--- src/rtl/seven_seg_scan_driver.sv ---
`default_nettype none
// ============================================================================
// Module      : seven_seg_scan_driver
// Description : Time-multiplexed N-digit seven-segment display driver.
//               Scans one digit per SCAN_DIV-cycle slot and decodes hex
//               glyphs. New values are double-buffered and take effect only
//               at a frame wrap, so a digit never tears. Supports optional
//               leading-zero blanking and a guard interval at the start of
//               each slot that keeps all digits disabled to suppress ghosting.
// Ports       : clk          - system clock
//               rst_n        - asynchronous active-low reset
//               value_i      - packed hex nibbles, nibble 0 = rightmost digit
//               dp_i         - per-digit decimal point, active-high
//               blank_lz_i   - leading-zero blanking enable (sampled on load)
//               load_i       - one-cycle strobe capturing value/dp/blank_lz
//               seg_o        - segments {g,f,e,d,c,b,a}, polarity per param
//               seg_dp_o     - decimal point, polarity per param
//               dig_en_o     - one-hot digit enable, polarity per param
//               frame_done_o - one-cycle pulse following each frame wrap
// Revision    : 1.0 - initial release
// ============================================================================
module seven_seg_scan_driver #(
    parameter int NUM_DIGITS     = 4,
    parameter int SCAN_DIV       = 50000,
    parameter int GUARD          = 16,
    parameter int SEG_ACTIVE_LOW = 1,
    parameter int DIG_ACTIVE_LOW = 1
) (
    input  logic                    clk,
    input  logic                    rst_n,
    input  logic [4*NUM_DIGITS-1:0] value_i,
    input  logic [NUM_DIGITS-1:0]   dp_i,
    input  logic                    blank_lz_i,
    input  logic                    load_i,
    output logic [6:0]              seg_o,
    output logic                    seg_dp_o,
    output logic [NUM_DIGITS-1:0]   dig_en_o,
    output logic                    frame_done_o
);

    localparam int c_PS_W  = (SCAN_DIV > 1) ? $clog2(SCAN_DIV) : 1;
    localparam int c_IDX_W = (NUM_DIGITS > 1) ? $clog2(NUM_DIGITS) : 1;

    localparam logic [c_PS_W-1:0]     c_PS_LAST  = c_PS_W'(SCAN_DIV - 1);
    localparam logic [c_IDX_W-1:0]    c_IDX_LAST = c_IDX_W'(NUM_DIGITS - 1);
    localparam logic [6:0]            c_SEG_OFF  = (SEG_ACTIVE_LOW != 0) ? 7'h7F : 7'h00;
    localparam logic                  c_DP_OFF   = (SEG_ACTIVE_LOW != 0);
    localparam logic [NUM_DIGITS-1:0] c_DIG_OFF  = (DIG_ACTIVE_LOW != 0) ? '1 : '0;

    // ------------------------------------------------------------------------
    // State
    // ------------------------------------------------------------------------
    logic [c_PS_W-1:0]       prescaler_q, prescaler_d;
    logic [c_IDX_W-1:0]      idx_q, idx_d;

    logic [4*NUM_DIGITS-1:0] pend_value_q;
    logic [NUM_DIGITS-1:0]   pend_dp_q;
    logic                    pend_blz_q;
    logic                    pend_valid_q, pend_valid_d;

    logic [4*NUM_DIGITS-1:0] act_value_q;
    logic [NUM_DIGITS-1:0]   act_dp_q;
    logic                    act_blz_q;

    logic [6:0]              seg_q, seg_d;
    logic                    seg_dp_q, seg_dp_d;
    logic [NUM_DIGITS-1:0]   dig_en_q, dig_en_d;
    logic                    frame_done_q;

    logic                    w_tick;
    logic                    w_wrap;
    logic                    w_in_guard;
    logic [3:0]              w_nibble;
    logic                    w_dp_bit;
    logic [NUM_DIGITS-1:0]   w_onehot;
    logic                    w_zero_run;
    logic                    w_blank;
    logic [6:0]              w_glyph;

    assign w_tick = (prescaler_q == c_PS_LAST);
    assign w_wrap = w_tick && (idx_q == c_IDX_LAST);

    // With GUARD = 0 there is no blanking interval; the comparison is
    // elaborated only when it can actually be true.
    generate
        if (GUARD > 0) begin : g_guard
            assign w_in_guard = (prescaler_q < c_PS_W'(GUARD));
        end else begin : g_no_guard
            assign w_in_guard = 1'b0;
        end
    endgenerate

    // ------------------------------------------------------------------------
    // Hex glyph decode, active-high gfedcba with a = bit 0
    // ------------------------------------------------------------------------
    function automatic logic [6:0] hex_glyph(input logic [3:0] nib);
        logic [6:0] g;
        case (nib)
            4'h0:    g = 7'h3F;
            4'h1:    g = 7'h06;
            4'h2:    g = 7'h5B;
            4'h3:    g = 7'h4F;
            4'h4:    g = 7'h66;
            4'h5:    g = 7'h6D;
            4'h6:    g = 7'h7D;
            4'h7:    g = 7'h07;
            4'h8:    g = 7'h7F;
            4'h9:    g = 7'h6F;
            4'hA:    g = 7'h77;
            4'hB:    g = 7'h7C;
            4'hC:    g = 7'h39;
            4'hD:    g = 7'h5E;
            4'hE:    g = 7'h79;
            default: g = 7'h71;
        endcase
        return g;
    endfunction

    // ------------------------------------------------------------------------
    // Digit selection and leading-zero blanking for the current slot
    // ------------------------------------------------------------------------
    always_comb begin
        w_nibble   = 4'h0;
        w_dp_bit   = 1'b0;
        w_onehot   = '0;
        w_zero_run = 1'b1;
        w_blank    = 1'b0;

        for (int k = 0; k < NUM_DIGITS; k++) begin
            if (idx_q == c_IDX_W'(k)) begin
                w_nibble    = act_value_q[4*k +: 4];
                w_dp_bit    = act_dp_q[k];
                w_onehot[k] = 1'b1;
            end
        end

        // Walk from the most significant digit down: a digit is a leading
        // zero while every nibble from it upward is zero. Digit 0 is excluded
        // so a zero value still shows a single "0".
        for (int k = NUM_DIGITS - 1; k >= 1; k--) begin
            w_zero_run = w_zero_run && (act_value_q[4*k +: 4] == 4'h0);
            if ((idx_q == c_IDX_W'(k)) && w_zero_run && act_blz_q) begin
                w_blank = 1'b1;
            end
        end
    end

    assign w_glyph = hex_glyph(w_nibble);

    // ------------------------------------------------------------------------
    // Next-state and registered-output logic
    // ------------------------------------------------------------------------
    always_comb begin
        prescaler_d  = w_tick ? '0 : prescaler_q + 1'b1;
        idx_d        = idx_q;
        pend_valid_d = pend_valid_q;

        if (w_tick) begin
            idx_d = (idx_q == c_IDX_LAST) ? '0 : idx_q + 1'b1;
        end

        // A load coinciding with the wrap keeps the flag set: the wrap
        // consumes the old pending data and the new data waits a frame.
        if (load_i) begin
            pend_valid_d = 1'b1;
        end else if (w_wrap) begin
            pend_valid_d = 1'b0;
        end

        if (w_blank) begin
            seg_d    = c_SEG_OFF;
            seg_dp_d = c_DP_OFF;
        end else begin
            seg_d    = (SEG_ACTIVE_LOW != 0) ? ~w_glyph : w_glyph;
            seg_dp_d = (SEG_ACTIVE_LOW != 0) ? ~w_dp_bit : w_dp_bit;
        end

        if (w_in_guard) begin
            dig_en_d = c_DIG_OFF;
        end else begin
            dig_en_d = (DIG_ACTIVE_LOW != 0) ? ~w_onehot : w_onehot;
        end
    end

    always_ff @(posedge clk or negedge rst_n) begin
        if (!rst_n) begin
            prescaler_q  <= '0;
            idx_q        <= '0;
            pend_value_q <= '0;
            pend_dp_q    <= '0;
            pend_blz_q   <= 1'b0;
            pend_valid_q <= 1'b0;
            act_value_q  <= '0;
            act_dp_q     <= '0;
            act_blz_q    <= 1'b0;
            seg_q        <= c_SEG_OFF;
            seg_dp_q     <= c_DP_OFF;
            dig_en_q     <= c_DIG_OFF;
            frame_done_q <= 1'b0;
        end else begin
            prescaler_q  <= prescaler_d;
            idx_q        <= idx_d;
            pend_valid_q <= pend_valid_d;
            seg_q        <= seg_d;
            seg_dp_q     <= seg_dp_d;
            dig_en_q     <= dig_en_d;
            frame_done_q <= w_wrap;

            if (load_i) begin
                pend_value_q <= value_i;
                pend_dp_q    <= dp_i;
                pend_blz_q   <= blank_lz_i;
            end

            if (w_wrap && pend_valid_q) begin
                act_value_q <= pend_value_q;
                act_dp_q    <= pend_dp_q;
                act_blz_q   <= pend_blz_q;
            end
        end
    end

    assign seg_o        = seg_q;
    assign seg_dp_o     = seg_dp_q;
    assign dig_en_o     = dig_en_q;
    assign frame_done_o = frame_done_q;

endmodule
`default_nettype wire
--- config.mk ---
export PLATFORM = sky130hd
export DESIGN_NAME = seven_seg_scan_driver
export DESIGN_NICKNAME = d
export VERILOG_FILES = /design/src/rtl/seven_seg_scan_driver.sv
export SDC_FILE = /design/constraint.sdc
export NUM_CORES = 1
export LEC_CHECK = 0
export BUFFER_PORTS_ARGS = -buffer_cell sky130_fd_sc_hd__buf_2
export CAP_MARGIN = 10
export CORE_MARGIN = 5
export CORE_UTILIZATION = 63
export CTS_CLUSTER_SIZE = 24
export DETAILED_ROUTE_END_ITERATION = 7
export PLACE_DENSITY_LB_ADDON = 0.2
export SYNTH_ARGS = -nofsm -noshare
export SYNTH_HDL_FRONTEND = slang
export SYNTH_SLANG_ARGS = --single-unit
--- constraint.sdc ---
create_clock -name clk -period 5.25 [get_ports clk]
set_clock_uncertainty 0.15 [all_clocks]
set_input_delay 0.2625 -clock clk [delete_from_list [all_inputs] [get_ports clk]]
set_output_delay 0.2625 -clock clk [all_outputs]
set_load 0.01 [all_outputs]
==> flow_summary_export.csv <==
group,metric,value,unit
synth,ys_warn_count,0,
global_route,grtUsageTotal,0.2011,
pwr,cellPowerDensity,284.1,mW/mm2
placement,gp_congestion,0.8527,
worst_setup_path,cp-end-kind,"register",
global_route,overflow,0,
placement,hpwl,4349,um
synth,async_flop_share,1.000,
synth,yosysSeqAreaShare,0.5418,
routing,ant_nets,0,
routing,wl_per_cell,15.72,um
cts,cts_inserted_buffers,9,
timing,final.setup.tns,0,ps
synth,synth_edf_count,0,
finish,drive_gt1_frac,0.3503,
timing,finalSetupViolCount,0,
synth,synth-simple-area-share,0.1296,
worst_setup_path,crit_family,"compound AO/OA/AOI/OAI gates",
min_path,hp-class,"in -> async",
timing,tightest_slew,889.5,ps
timing,fin_crit,2841,ps
cts,clk_latency,350,ps
routing,wl,6381,um
cts,cts_resized,0,
pwr,leakagePower,1.844,nW
cts,clock_path_buffers,2,
cts,cts_root_buf,"clkbuf_8",
timing,post-route-period-util,0.5412,
worst_setup_path,worstSetupStartpointType,"register",
routing,num_vias,2245,
synth,synth.distinct_cells,52,
cts,cts_tree,"yes",
timing,setup_ws,2409,ps
placement,numPortBuffers,36,
routing,drtIter0Drc,122,
routing,viasPerCell,5.530,
floorplanning,ios,37,
synth,yosysTopAreaCellShare,0.4503,
floorplanning,row_count,27,
floorplanning,die_x,83.96,um
placement,pre_cts_ws,2424,ps
timing,fmax,0.3519,GHz
synth,synth-seq-cells,74,
floorplanning,core_area,0.005405,mm2
worst_setup_path,cp_max_fo,17,
synth,synth_largest_area_cell,"dfrtp_1",
cts,cts_sinks,74,
flow_run,drv_cap,0,
timing,hold_violations,29,
synth,synth_ff_type,"dfrtp_1",
finish,area_growth,18.81,%
global_route,antenna_found_initial,0,
worst_setup_path,worst_ep_required_time,5340,ps
worst_setup_path,crit_start,"idx_q[0]$_DFFE_PN0N_",
finish,final_nets,365,
status,violations,"negative hold slack",
worst_setup_path,cp_common_cell,"ha_1",
timing,fin_hold_ws,-37.52,ps
synth,syn_nets,306,
floorplanning,die_h,83.96,um
timing,rsz0062_at_grt,"false",
worst_setup_path,cp_slowest_stage_delay,670,ps
global_route,grt_pass1_vias,2382,
synth,synth_area_leaders,"dfrtp_1 45%, mux2_2 13%, dfstp_2 9.2%",
worst_setup_path,crit_chain,"ha_1 > a211oi_1 > a221oi_1 > inv_1 > ha_1 > o311ai_0",
synth,synthAdderAreaFrac,0.03994,
cts,postCtsSetupBuffers,0,
floorplanning,dieArea,0.007048,mm2
synth,synth_top_family_by_area,"multiplexers",
synth,avgSynthCellArea,12.72,um2
routing,drcViolationCount,0,
timing,drv_slew,0,
worst_setup_path,critPathBufInv,1,
worst_setup_path,crit_path_top_delay_cell,"a221oi_1",
cts,clkSlewWorstSetupHoldPaths,70,ps
finish,fillCellCount,370,
global_route,grt_start_max_net_pins,75,
cts,h-tree-depth,3,
timing,slew_headroom,0.4070,
worst_setup_path,r2r-start,"idx_q[0]$_DFFE_PN0N_",
global_route,grt_pass1_wl,11230,um
worst_setup_path,cp_data_arrival_time,2930,ps
pwr,max-vdd-ir-drop,233.2,uV
routing,first_pass_iters,5,
synth,syn_area,0.003446,mm2
synth,synth-compound-area-share,0.06899,
floorplanning,start_util,0.6375,
status,outcome,"finished, violations left",
synth,synthMuxAreaShare,0.1583,
synth,synth_cells,271,
worst_setup_path,critical_path_class,"reg -> reg",
synth,synth_xor_xnor_area_share,0.03050,
finish,n_antenna_cell,0,
## area by class of cell
class,count,area [um2],area share
Clock inverter,5,103.9,0.02537
Tap cell,72,90.09,0.02200
Inverter,10,37.54,0.009169
Multi-Input combinational cell,177,1473,0.3597
Timing Repair Buffer,58,395.4,0.09658
Sequential cell,74,1867,0.4560
Clock buffer,10,127.6,0.03117
## final timing paths
kind / to / slack [ps] / cells after the start
min reg2reg: prescaler_q[0]$_DFF_PN0_ / 340 / 1
min: pend_value_q[10]$_DFFE_PN0P_ / -40 / 2
min in group clk: pend_value_q[9]$_DFFE_PN0P_ / 20 / 2
max: seg_o[2]$_DFF_PN1_ / 2410 / 6
max in group asynchronous: prescaler_q[4]$_DFF_PN0_ / 4400 / 2
max reg2reg: seg_o[2]$_DFF_PN1_ / 2410 / 6
## power by group
group          internal, mW  switching (mW)
logic                0.0305          0.0209
clock network         0.313           0.203
registers             0.586         0.00869
total                 0.930           0.233
## per-stage QoR
stage          total power [mW]    util  hold WS [ps]  instances  area (um2)
3_3_place_gp             0.6453  0.6775         324.0        371        3662
5_1_grt                   1.205  0.7574         8.268        406        4094
4_1_cts                   1.172  0.7574         1.830        406        4094
3_5_place_dp             0.6468  0.6775         328.7        371        3662
6_report                  1.163  0.7574        -37.52        406        4094
2_1_floorplan            0.6214       -        -183.1        271        3446
## layer usage
metal | share of wire | track usage | up-vias
met3 | 0.037 | 0.05528 | 13
met4 | 0.019 | 0.08187 | 0
li1 | - | - | 1096
met2 | 0.50 | 0.3275 | 38
met1 | 0.45 | 0.2536 | 1098
met5 | 0 | 0 | -
## state kept, by name (all words and copies together) (netlist names)
| signal | count |
|---|---|
| dig_en_o | 4 |
| idx_q | 2 |
| pend_blz_q | 1 |
| pend_valid_q | 1 |
| frame_done_o | 1 |
| prescaler_q | 16 |
| seg_dp_o | 1 |
| seg_o | 7 |
| act_value_q | 16 |
| pend_dp_q | 4 |
| act_blz_q | 1 |
| pend_value_q | 16 |
| act_dp_q | 4 |
## what timing repair did
| item | CTS | global route |
|---|---|---|
| hold buffers | 20 | 0 |
| hold endpoints to repair | 20 | 0 |
| endpoints found under the setup margin | 0 | 0 |
## cell usage after synthesis (4+ instances only)
master    instances
dfrtp_1          62
mux2_2           41
nand2_1          17
dfstp_2          12
ha_1             11
nor2_1           11
inv_1            10
nand3_1           8
xnor2_1           7
nor2b_1           6
nor3_1            6
mux2i_1           5
xor2_1            5
a21oi_1           4
buf_2             4
nand3b_1          4
nor3b_1           4
nor4_1            4
## cell usage in the layout (no fill, tap or decap), types with 2 or more instances in the layout
cell type / n
nor3_1: 6
dlygate4sd3_1: 20
mux2_2: 41
a211oi_1: 3
ha_1: 11
nand3b_1: 4
mux2_1: 3
inv_1: 10
nor3b_1: 4
nor2_1: 11
and3_1: 2
nor2b_1: 6
a311o_1: 2
a21oi_1: 4
or4_1: 2
nand4_1: 3
bufinv_16: 3
nand3_1: 8
clkbuf_8: 9
xnor2_1: 7
nor4_1: 4
nand2_1: 17
o221ai_1: 3
dfstp_2: 12
mux2i_1: 5
buf_2: 36
nand2_2: 2
xor2_1: 5
buf_4: 2
dfrtp_1: 62
a221oi_1: 2
## cells by family after synthesis
logic type                 count (synthesis)
AOI/OAI and AO/OA                         27
adders and majority gates                 11
buffers and inverters                     20
xor gates and xnor gates                  12
muxes                                     49
and+or+nand+nor                           78
DFF                                       74
## worst register-to-register path, stage by stage, from the launching register on
cell      delay (ps)
dfrtp_1          420
ha_1             570
a211oi_1         100
a221oi_1         670
inv_1            190
ha_1             290
o311ai_0         350
No activity file was read; power rests on OpenSTA's default activity.
